File: src/rtl/lcd_serial_rx.sv
// ---------------------------------------------------------------------------
// lcd_serial_rx
//
// Receiver for an LCD-style three-wire serial link (csx / scl / sda). The
// serial inputs are asynchronous to clk. Each one passes through its own
// synchronizer chain and is then edge-detected in the clk domain. Bytes
// arrive MSB first, one bit per scl rising edge, while csx is low. Several
// bytes may follow each other inside one csx-low frame. Each completed byte
// goes into a one-entry holding register, read with a valid/ready handshake.
//
// Ports
//   clk          single clock, all logic on posedge
//   reset_n      asynchronous active-low reset
//   sync_reset   synchronous clear (synchronizer chains keep running)
//   csx          serial chip select, active low (asynchronous)
//   scl          serial clock (asynchronous)
//   sda          serial data, MSB first (asynchronous)
//   data_out     received byte from the holding register
//   data_valid   holding register full
//   data_ready   consumer accepts data_out while data_valid is high
//   overrun      one-clk pulse when a completed byte is dropped
//   frame_error  one-clk pulse when csx deasserts mid-byte
//   busy         high while synchronized csx is low
// ---------------------------------------------------------------------------
module lcd_serial_rx #(
    parameter int SYNC_STAGES = 2
) (
    input  logic       clk,
    input  logic       reset_n,
    input  logic       sync_reset,
    input  logic       csx,
    input  logic       scl,
    input  logic       sda,
    output logic [7:0] data_out,
    output logic       data_valid,
    input  logic       data_ready,
    output logic       overrun,
    output logic       frame_error,
    output logic       busy
);

    typedef enum logic [1:0] {
        S_IDLE   = 2'd0,
        S_SHIFT  = 2'd1,
        S_COMMIT = 2'd2
    } state_t;

    // Synchronizer chains plus the previous-sample flops used for edge
    // detection. sync_reset leaves these alone. If it reloaded the previous
    // csx sample while csx is still low, a false falling edge would be seen
    // and reception would restart in the middle of a frame.
    logic [SYNC_STAGES-1:0] csx_sync_q, csx_sync_d;
    logic [SYNC_STAGES-1:0] scl_sync_q, scl_sync_d;
    logic [SYNC_STAGES-1:0] sda_sync_q, sda_sync_d;
    logic                   csx_prev_q, csx_prev_d;
    logic                   scl_prev_q, scl_prev_d;

    logic csx_s;
    logic scl_s;
    logic sda_s;
    logic scl_rise_s;
    logic csx_fall_s;
    logic csx_rise_s;

    // Receiver state
    state_t     state_q, state_d;
    logic [2:0] bit_cnt_q, bit_cnt_d;
    logic [7:0] shift_q, shift_d;
    logic [7:0] data_out_q, data_out_d;
    logic       data_valid_q, data_valid_d;
    logic       overrun_q, overrun_d;
    logic       frame_error_q, frame_error_d;

    // Next value of each synchronizer chain: shift the raw input in at bit 0
    always_comb begin
        csx_sync_d = {csx_sync_q[SYNC_STAGES-2:0], csx};
        scl_sync_d = {scl_sync_q[SYNC_STAGES-2:0], scl};
        sda_sync_d = {sda_sync_q[SYNC_STAGES-2:0], sda};
        csx_prev_d = csx_sync_q[SYNC_STAGES-1];
        scl_prev_d = scl_sync_q[SYNC_STAGES-1];
    end

    // Synchronizer and edge-history registers (asynchronous reset only)
    always_ff @(posedge clk or negedge reset_n) begin
        if (!reset_n) begin
            csx_sync_q <= {SYNC_STAGES{1'b1}};
            scl_sync_q <= {SYNC_STAGES{1'b0}};
            sda_sync_q <= {SYNC_STAGES{1'b1}};
            csx_prev_q <= 1'b1;
            scl_prev_q <= 1'b0;
        end else begin
            csx_sync_q <= csx_sync_d;
            scl_sync_q <= scl_sync_d;
            sda_sync_q <= sda_sync_d;
            csx_prev_q <= csx_prev_d;
            scl_prev_q <= scl_prev_d;
        end
    end

    assign csx_s      = csx_sync_q[SYNC_STAGES-1];
    assign scl_s      = scl_sync_q[SYNC_STAGES-1];
    assign sda_s      = sda_sync_q[SYNC_STAGES-1];
    assign scl_rise_s = scl_s & ~scl_prev_q;
    assign csx_fall_s = ~csx_s & csx_prev_q;
    assign csx_rise_s = csx_s & ~csx_prev_q;

    // Next-state and output logic for the receive FSM and the holding register
    always_comb begin
        state_d       = state_q;
        bit_cnt_d     = bit_cnt_q;
        shift_d       = shift_q;
        data_out_d    = data_out_q;
        data_valid_d  = data_valid_q;
        overrun_d     = 1'b0;
        frame_error_d = 1'b0;

        // Consumer handshake. A commit further down may set valid again in
        // the same clk.
        if (data_valid_q && data_ready) begin
            data_valid_d = 1'b0;
        end else begin
            data_valid_d = data_valid_q;
        end

        case (state_q)
            S_IDLE: begin
                if (csx_fall_s) begin
                    bit_cnt_d = 3'd0;
                    state_d   = S_SHIFT;
                end else begin
                    state_d   = S_IDLE;
                end
            end

            S_SHIFT: begin
                // An scl edge that completes the byte wins over a csx rise
                // detected in the same clk.
                if (scl_rise_s && (bit_cnt_q == 3'd7)) begin
                    shift_d   = {shift_q[6:0], sda_s};
                    bit_cnt_d = 3'd0;
                    state_d   = S_COMMIT;
                end else if (csx_rise_s) begin
                    if (bit_cnt_q != 3'd0) begin
                        frame_error_d = 1'b1;
                    end else begin
                        frame_error_d = 1'b0;
                    end
                    bit_cnt_d = 3'd0;
                    state_d   = S_IDLE;
                end else if (scl_rise_s) begin
                    shift_d   = {shift_q[6:0], sda_s};
                    bit_cnt_d = bit_cnt_q + 3'd1;
                end else begin
                    state_d   = S_SHIFT;
                end
            end

            S_COMMIT: begin
                // The byte is accepted if the holding register is empty or is
                // being emptied in this same clk. Otherwise the new byte is
                // dropped.
                if (!data_valid_q || data_ready) begin
                    data_out_d   = shift_q;
                    data_valid_d = 1'b1;
                end else begin
                    overrun_d    = 1'b1;
                end
                // A csx rise during the commit only decides where we go next.
                if (csx_s) begin
                    state_d = S_IDLE;
                end else begin
                    state_d = S_SHIFT;
                end
            end

            default: begin
                state_d   = S_IDLE;
                bit_cnt_d = 3'd0;
            end
        endcase

        // Synchronous clear overrides everything, including pulses.
        if (sync_reset) begin
            state_d       = S_IDLE;
            bit_cnt_d     = 3'd0;
            shift_d       = 8'd0;
            data_out_d    = 8'd0;
            data_valid_d  = 1'b0;
            overrun_d     = 1'b0;
            frame_error_d = 1'b0;
        end else begin
            state_d = state_d;
        end
    end

    // Receive FSM, shift register and holding register state
    always_ff @(posedge clk or negedge reset_n) begin
        if (!reset_n) begin
            state_q       <= S_IDLE;
            bit_cnt_q     <= 3'd0;
            shift_q       <= 8'd0;
            data_out_q    <= 8'd0;
            data_valid_q  <= 1'b0;
            overrun_q     <= 1'b0;
            frame_error_q <= 1'b0;
        end else begin
            state_q       <= state_d;
            bit_cnt_q     <= bit_cnt_d;
            shift_q       <= shift_d;
            data_out_q    <= data_out_d;
            data_valid_q  <= data_valid_d;
            overrun_q     <= overrun_d;
            frame_error_q <= frame_error_d;
        end
    end

    assign data_out    = data_out_q;
    assign data_valid  = data_valid_q;
    assign overrun     = overrun_q;
    assign frame_error = frame_error_q;
    // Taken straight from the last synchronizer flop.
    assign busy        = ~csx_s;

endmodule

File: config.mk
export PLATFORM = sky130hd
export DESIGN_NAME = lcd_serial_rx
export DESIGN_NICKNAME = d
export VERILOG_FILES = /design/src/rtl/lcd_serial_rx.sv
export SDC_FILE = /design/constraint.sdc
export NUM_CORES = 1
export LEC_CHECK = 0
export CAP_MARGIN = 20
export CORE_ASPECT_RATIO = 0.6
export CORE_MARGIN = 2
export CORE_UTILIZATION = 50
export CTS_BUF_LIST = sky130_fd_sc_hd__clkbuf_4 sky130_fd_sc_hd__clkbuf_8
export DETAILED_ROUTE_END_ITERATION = 7
export GPL_ROUTABILITY_DRIVEN = 0
export GPL_TIMING_DRIVEN = 1
export PLACE_DENSITY = 0.77
export SKIP_CTS_REPAIR_TIMING = 1
export SLEW_MARGIN = 20
export SYNTH_ARGS = -nofsm -noshare
export SYNTH_HDL_FRONTEND = slang
export SYNTH_SLANG_ARGS = --single-unit
File: constraint.sdc
create_clock -name clk -period 1.8 [get_ports clk]
set_input_delay 0.27 -clock clk [delete_from_list [all_inputs] [get_ports clk]]
set_output_delay 0.27 -clock clk [all_outputs]
set_load 0.005 [all_outputs]
==> summary.md, run 1 <==
| Metric | Value |
|---|---|
| HP Start | `scl_sync_q[0]` |
| Layout Skew | `2.692 ps` |
| Startpoint Class | `flop` |
| Crit Path Category | `flop to flop` |
| Synth cell types | `29` |
| DRC Markers | `0` |
| DR vias | `906` |
| Starting Density | `52.16%` |
| EDFF count, synth | `0` |
| Arr. time, crit path | `1860 ps` |
| Syn_nets | `113` |
| N_diodes | `0` |
| Place WS | `72.88 ps` |
| Congestion Overflow GR | `0` |
| Die X | `69.77 microns` |
| Final min period | `1651 ps` |
| Setup crit end kind | `flop` |
| Sw Share | `20.19%` |
| Wirelength per Cell | `14.71 microns` |
| Die H | `43.46 microns` |
| 1st-iter DRT viols | `75` |
| # clock sinks | `32` |
| Detailed Place HPWL | `1742 microns` |
| Tcrit/Tclk final | `91.73%` |
| Fin. max-slew vios | `0` |
| CTS Root Cell | `clkbuf_8` |
| Drt pass-1 iters | `4` |
| Worst-Margin Slew | `675.1 ps` |
| VDD IR max | `0.0004920 V` |
| Switching Power | `302.2 uW` |
| Max-cap violations | `0` |
| Internal power | `1195 uW` |
| Unrepaired setup endpoints after global routing | `false` |
| Status | `complete, no violations` |
| Seq pwr share | `49.7%` |
| Largest net degree at the start of global routing | `33` |
| Final setup viols | `0` |
| Pwr Density | `899.0 nW/um^2` |
| Netlist Area Pre-Place | `1297 sq um` |
| Number of synthesized register bits | `32` |
| Final Hold Fails | `0` |
| Largest cells by area after synthesis | `dfrtp_1, dfstp_2, a22o_1, a21oi_1, o21ai_0` |
| Post-Route WL | `2413 microns` |
| Register area share after synthesis | `62.20%` |
| Vias/cell | `5.524` |
| CTS max path bufs | `2` |
| CTS Buf Count | `5` |
| Share of the synthesized area in the top cell type | `52.07%` |
| Setup TNS | `0 ps` |
| Yosys top cell by area | `dfrtp_1` |
| Async SR Flop Fraction | `100.0%` |
| Share of cells above drive strength 1 | `18.94%` |
| Nets | `141` |
| Area grow syn2layout | `28.35%` |
| Clock transition at path regs | `60 ps` |
| Static leakage | `0.0007301 uW` |
| CTS tree | `yes` |
| Post-synth top cells | `dfrtp_1, a21oi_1, a22o_1` |
| R2r worst-path depth | `5` |
| Port bufs | `18` |
| Data required, critical path | `2010 ps` |
| Ys Warns | `0` |
| Reg-to-reg critical path endpoint | `state_q[0]` |
| Fmax | `605.6 MHz` |
| Initial antenna violation count | `0` |
| Reg2Reg Launch Point | `bit_cnt_q[0]` |
| Critical Path Fanout Max | `4` |
| H-tree Lvls | `2` |
| Vias in the first global route | `822` |
| Worst Hold End | `scl_sync_q[1]` |
| Slew headroom | `54.78%` |
| Fin worst setup slack | `148.8 ps` |
| Antenna viol nets, final | `0` |
| Core Area | `2487 sq um` |
| Synth Instances | `103` |
| Clk Latency, worst-skew pair | `280 ps` |
| GRT Total Usage | `19.68%` |
| Mean post-synth cell area | `12.60 sq um` |
| Fill cells | `171` |
| Most common cell in the netlist | `dfrtp_1` |
| First-pass GRT wire length | `4319 microns` |
| Num ports | `19` |
| Hold path depth | `0` |
| FF-to-FF setup slack | `150 ps` |
| Gate power share | `5.0%` |
| Full die area | `3032 sq um` |
| Final non-filler cell total | `164` |
| Ys flop type | `dfrtp_1` |
| # rows | `14` |
| Power share of the clock group | `45.3%` |
| Hold Path Class | `flop to flop` |
| Placed cells | `156` |
==> flip-flops by register name, indices dropped and copies added, names as in the netlist <==
register,count
bit_cnt_q,3
csx_prev_q,1
csx_sync_q,2
data_out,8
data_valid,1
frame_error,1
overrun,1
scl_prev_q,1
scl_sync_q,2
sda_sync_q,2
shift_q,8
state_q,2
==> worst max-delay path: stages (launching register included) <==
cell and delay, ps:
dfrtp_1 400, ha_1 210, ha_1 220, and3b_1 190
or4_1 400, a21oi_1 150
==> power groups by stage <==
stage	logic [uW]	clock network (uW)	registers, uW
finish	74.8	678	745
global route	83.4	730	746
CTS	75.3	687	744
detailed placement	75.0	0	757
global placement	73.2	0	756
floorplan	34.1	0	754
==> worst max-delay path by stage <==
stage	from	endpoint	slack [ps]	depth (start not counted)
after floorplan	bit_cnt_q[0]	shift_q[0]	80	6
after global placement	sync_reset	bit_cnt_q[1]	120	4
after detailed placement	sync_reset	data_out[6]	70	4
after CTS	bit_cnt_q[0]	shift_q[2]	80	5
after global routing	bit_cnt_q[0]	state_q[0]	70	5
final	bit_cnt_q[0]	state_q[0]	150	5
==> cells by family after synthesis <==
| logic type | after synthesis | synth area share, % |
|---|---|---|
| AO/OA/AOI/OAI | 32 | 16.39 |
| flip-flops | 32 | 62.20 |
| AND/OR/NAND/NOR | 27 | 15.33 |
| buffers and inverters | 8 | 2.314 |
| adder cells (fa/ha/maj) | 3 | 2.893 |
| multiplexers | 1 | 0.8678 |
==> area by class of cell <==
| class | count | area [sq um] | area share [%] |
|---|---|---|---|
| inverter | 5 | 18.77 | 1.127 |
| sequential | 32 | 807.0 | 48.46 |
| multi-input combinational | 63 | 462.9 | 27.80 |
| clock inverter | 2 | 35.03 | 2.104 |
| tap | 32 | 40.04 | 2.404 |
| clock buffer | 6 | 76.32 | 4.583 |
| timing repair buffer | 24 | 225.2 | 13.52 |
==> metrics by stage <==
| step | hold WS, ps | util (%) | area, sq um | total power (uW) |
|---|---|---|---|---|
| 2_1_floorplan | -25.59 | - | 1297 | 788.5 |
| 3_3_place_gp | 333.0 | 62.37 | 1551 | 829.5 |
| 3_5_place_dp | 334.7 | 62.37 | 1551 | 832.1 |
| 4_1_cts | 349.2 | 66.85 | 1663 | 1507 |
| 5_1_grt | 349.3 | 66.95 | 1665 | 1559 |
| 6_report | 347.4 | 66.95 | 1665 | 1497 |
==> cells in the final DEF (no fill, tap or decap) <==
| cell | Yosys | routed |
|---|---|---|
| a21oi_1 | 10 | 10 |
| a22o_1 | 10 | 10 |
| a31oi_1 | 1 | 1 |
| and2b_1 | 1 | 1 |
| and3b_1 | 1 | 1 |
| buf_4 | 0 | 6 |
| bufinv_16 | 0 | 1 |
| clkbuf_4 | 0 | 1 |
| clkbuf_8 | 0 | 5 |
| clkdlybuf4s50_1 | 0 | 18 |
| clkinv_2 | 0 | 1 |
| dfrtp_1 | 27 | 27 |
| dfstp_2 | 5 | 5 |
| ha_1 | 3 | 3 |
| inv_1 | 5 | 5 |
| mux2_1 | 1 | 1 |
| nand2_1 | 1 | 1 |
| nand2b_1 | 2 | 2 |
| nand3_1 | 8 | 8 |
| nand4bb_1 | 1 | 1 |
| nor2_1 | 1 | 1 |
| nor2b_1 | 1 | 1 |
| nor3_1 | 2 | 2 |
| nor3b_1 | 2 | 2 |
| nor3b_2 | 1 | 1 |
| nor4b_4 | 1 | 1 |
| nor4bb_1 | 1 | 1 |
| o211ai_1 | 1 | 1 |
| o21ai_0 | 9 | 9 |
| o32ai_2 | 1 | 1 |
| or2_2 | 1 | 1 |
| or3b_4 | 1 | 2 |
| or4_1 | 1 | 1 |
==> layer usage <==
layer  wire length [microns]  up-vias  track usage [%]  part of all wire (%)
met5                       0        -                0                     0
met4                      38        0            8.077                   1.6
met3                     190        4            10.00                   7.9
met2                     958       32            24.76                    40
met1                    1225      434            28.55                    51
li1                        -      436                -                     -
Note: power is estimated with default switching activity, not from simulation.
==> inputs of run 2 (changes only) <==
CORE_ASPECT_RATIO = 0.75   (was 0.6)
==> summary.md, run 2 (synthesis results as in run 1) <==
| Metric | Value |
|---|---|
| Status | `complete, no violations` |
| Detailed Place HPWL | `1729 microns (-0.69%)` |
| Worst path slowest cell | `dfstp_2` |
| Nets | `141 (unchanged)` |
| Tcrit/Tclk final | `92.78% (+1.0 points)` |
| H-tree Lvls | `2 (unchanged)` |
| # clock sinks | `32 (unchanged)` |
| CTS tree | `yes` |
| GRT Total Usage | `17.82% (-1.9 points)` |
| Clk Latency, worst-skew pair | `340 ps (+60 ps)` |
| GRT busiest layer | `met2` |
| Vias in the first global route | `837 (+1.8%)` |
| Pwr Density | `756.9 nW/um^2 (-16%)` |
| Final Util | `67.72% (+0.76 points)` |
| Startpoint Class | `flop` |
| Commonest non-fill, non-tap cell in the layout | `dfrtp_1` |
| Hold WS | `311.4 ps (-36.05 ps)` |
| Data required, critical path | `1530 ps (-480 ps)` |
| Largest stage delay, worst path | `580 ps (+180 ps)` |
| VDD IR max | `0.0004057 V (-18%)` |
| First-pass GRT wire length | `3870 microns (-10%)` |
| Total power | `1222 uW (-18%)` |
| Fmax | `598.8 MHz (-1.1%)` |
| CP cell instances | `inv_1 > clkdlybuf4s50_1` |
| DR vias | `925 (+2.1%)` |
| CP delay by family, top | `flip-flops` |
| Levels on crit path | `2 (-3)` |
| Congestion Overflow GR | `0 (unchanged)` |
| Vias/cell | `5.572 (+0.87%)` |
| Unrepaired setup endpoints after global routing | `false` |
| Drt pass-1 iters | `4 (unchanged)` |
| Port bufs | `18 (unchanged)` |
| 1st-iter DRT viols | `47 (-37%)` |
| DRC Markers | `0 (unchanged)` |
| Antenna viol nets, final | `0 (unchanged)` |
| CTS Buf Count | `5 (unchanged)` |
| Wirelength per Cell | `14.13 microns (-4.0%)` |
| CTS Root Cell | `clkbuf_4` |
| Arr. time, crit path | `1400 ps (-460 ps)` |
| Final min period | `1670 ps (+18.83 ps)` |
| Static leakage | `0.0007077 uW (-3.1%)` |
| N_diodes | `0 (unchanged)` |
| M1 GR Usage | `22.31% (-6.2 points)` |
| Core Area | `2384 sq um (-4.2%)` |
| Setup TNS | `0 ps (unchanged)` |
| Die H | `48.12 microns (+11%)` |
| Critical Path Fanout Max | `6 (+2)` |
| CP Launch Point | `csx_sync_q[1]` |
| Starting Density | `54.44% (+2.3 points)` |
| Hold Path Class | `input pin to async pin` |
| Initial antenna violation count | `0 (unchanged)` |
| Die X | `62.82 microns (-10%)` |
| Worst Path Buf+Inv | `2 (+2)` |
| Largest net degree at the start of global routing | `33 (unchanged)` |
| Commonest non-fill, non-tap cells in the layout | `dfrtp_1, clkdlybuf4s50_1, a21oi_1, a22o_1, o21ai_0` |
| Area grow syn2layout | `24.40%` |
| CTS max path bufs | `2 (unchanged)` |
| Slew headroom | `53.69% (-1.1 points)` |
| Clock transition at path regs | `100 ps (+40 ps)` |
| Final setup viols | `0 (unchanged)` |
| Crit Path Category | `flop to output port` |
| R2r worst-path depth | `5 (unchanged)` |
| Fin. max-slew vios | `0 (unchanged)` |
| # rows | `15 (+1)` |
| Num ports | `19 (unchanged)` |
| Reg2Reg Launch Point | `bit_cnt_q[0]` |
| Setup crit end kind | `output port` |
| Worst-Margin Slew | `691.4 ps (+16.27 ps)` |
| Final Hold Fails | `0 (unchanged)` |
| Share of cells above drive strength 1 | `18.94% (unchanged)` |
| Routing usage on met3 | `7.852% (-2.1 points)` |
| Layout Skew | `16.56 ps (+13.87 ps)` |
| Post-Route WL | `2345 microns (-2.8%)` |
| Full die area | `3023 sq um (-0.31%)` |
| GRT met2 Usage | `27.74% (+3.0 points)` |
| Max-cap violations | `0 (unchanged)` |
==> run 2: layout make-up <==
| class | count | area [sq um] |
|---|---|---|
| fillers | 186 | 769.5 |
| inverters | 5 | 18.77 |
| well taps | 34 | 42.54 |
| flip-flops and latches | 32 | 807.0 |
| clock buffers | 7 | 52.55 |
| repair buffers | 24 | 225.2 |
| clock inverters | 1 | 5.005 |
| multi-input cells | 63 | 462.9 |
==> run 2: per-stage QoR <==
stage                     setup slack [ps]  std cells  area (sq um)
after detailed placement             71.56        158          1554
final                                130.0        166          1614
after floorplan                      76.41        103          1297
after global routing                 60.75        166          1614
after global placement               117.7        158          1554
after CTS                            82.07        166          1612
==> run 2: final timing paths <==
kind                                      end  slack [ps]
worst max-delay path                     busy         130
worst min-delay path               shift_q[5]         310
worst max register to register     state_q[0]         160
worst min register to register  csx_sync_q[1]         360
max in group asynchronous       sda_sync_q[1]        1160
min in group clk                csx_sync_q[0]         350
==> run 2: power by group <==
part	total, uW	internal, uW	switching, uW
sequential	743	734	9.04
combinational	75.2	34.4	40.8
clock	403	182	221
total	1220	951	271
==> run 2: metal layers <==
layer / part of all wire [%] / up-vias
met5: 0 / -
met1: 48 / 453
met3: 7.0 / 6
met2: 43 / 30
met4: 1.9 / 0
li1: - / 436
==> run 2: worst register-to-register path: stages (launching register included) <==
cell	delay (ps)
dfrtp_1	410
ha_1	210
ha_1	230
and3b_1	200
or4_1	390
a21oi_1	140
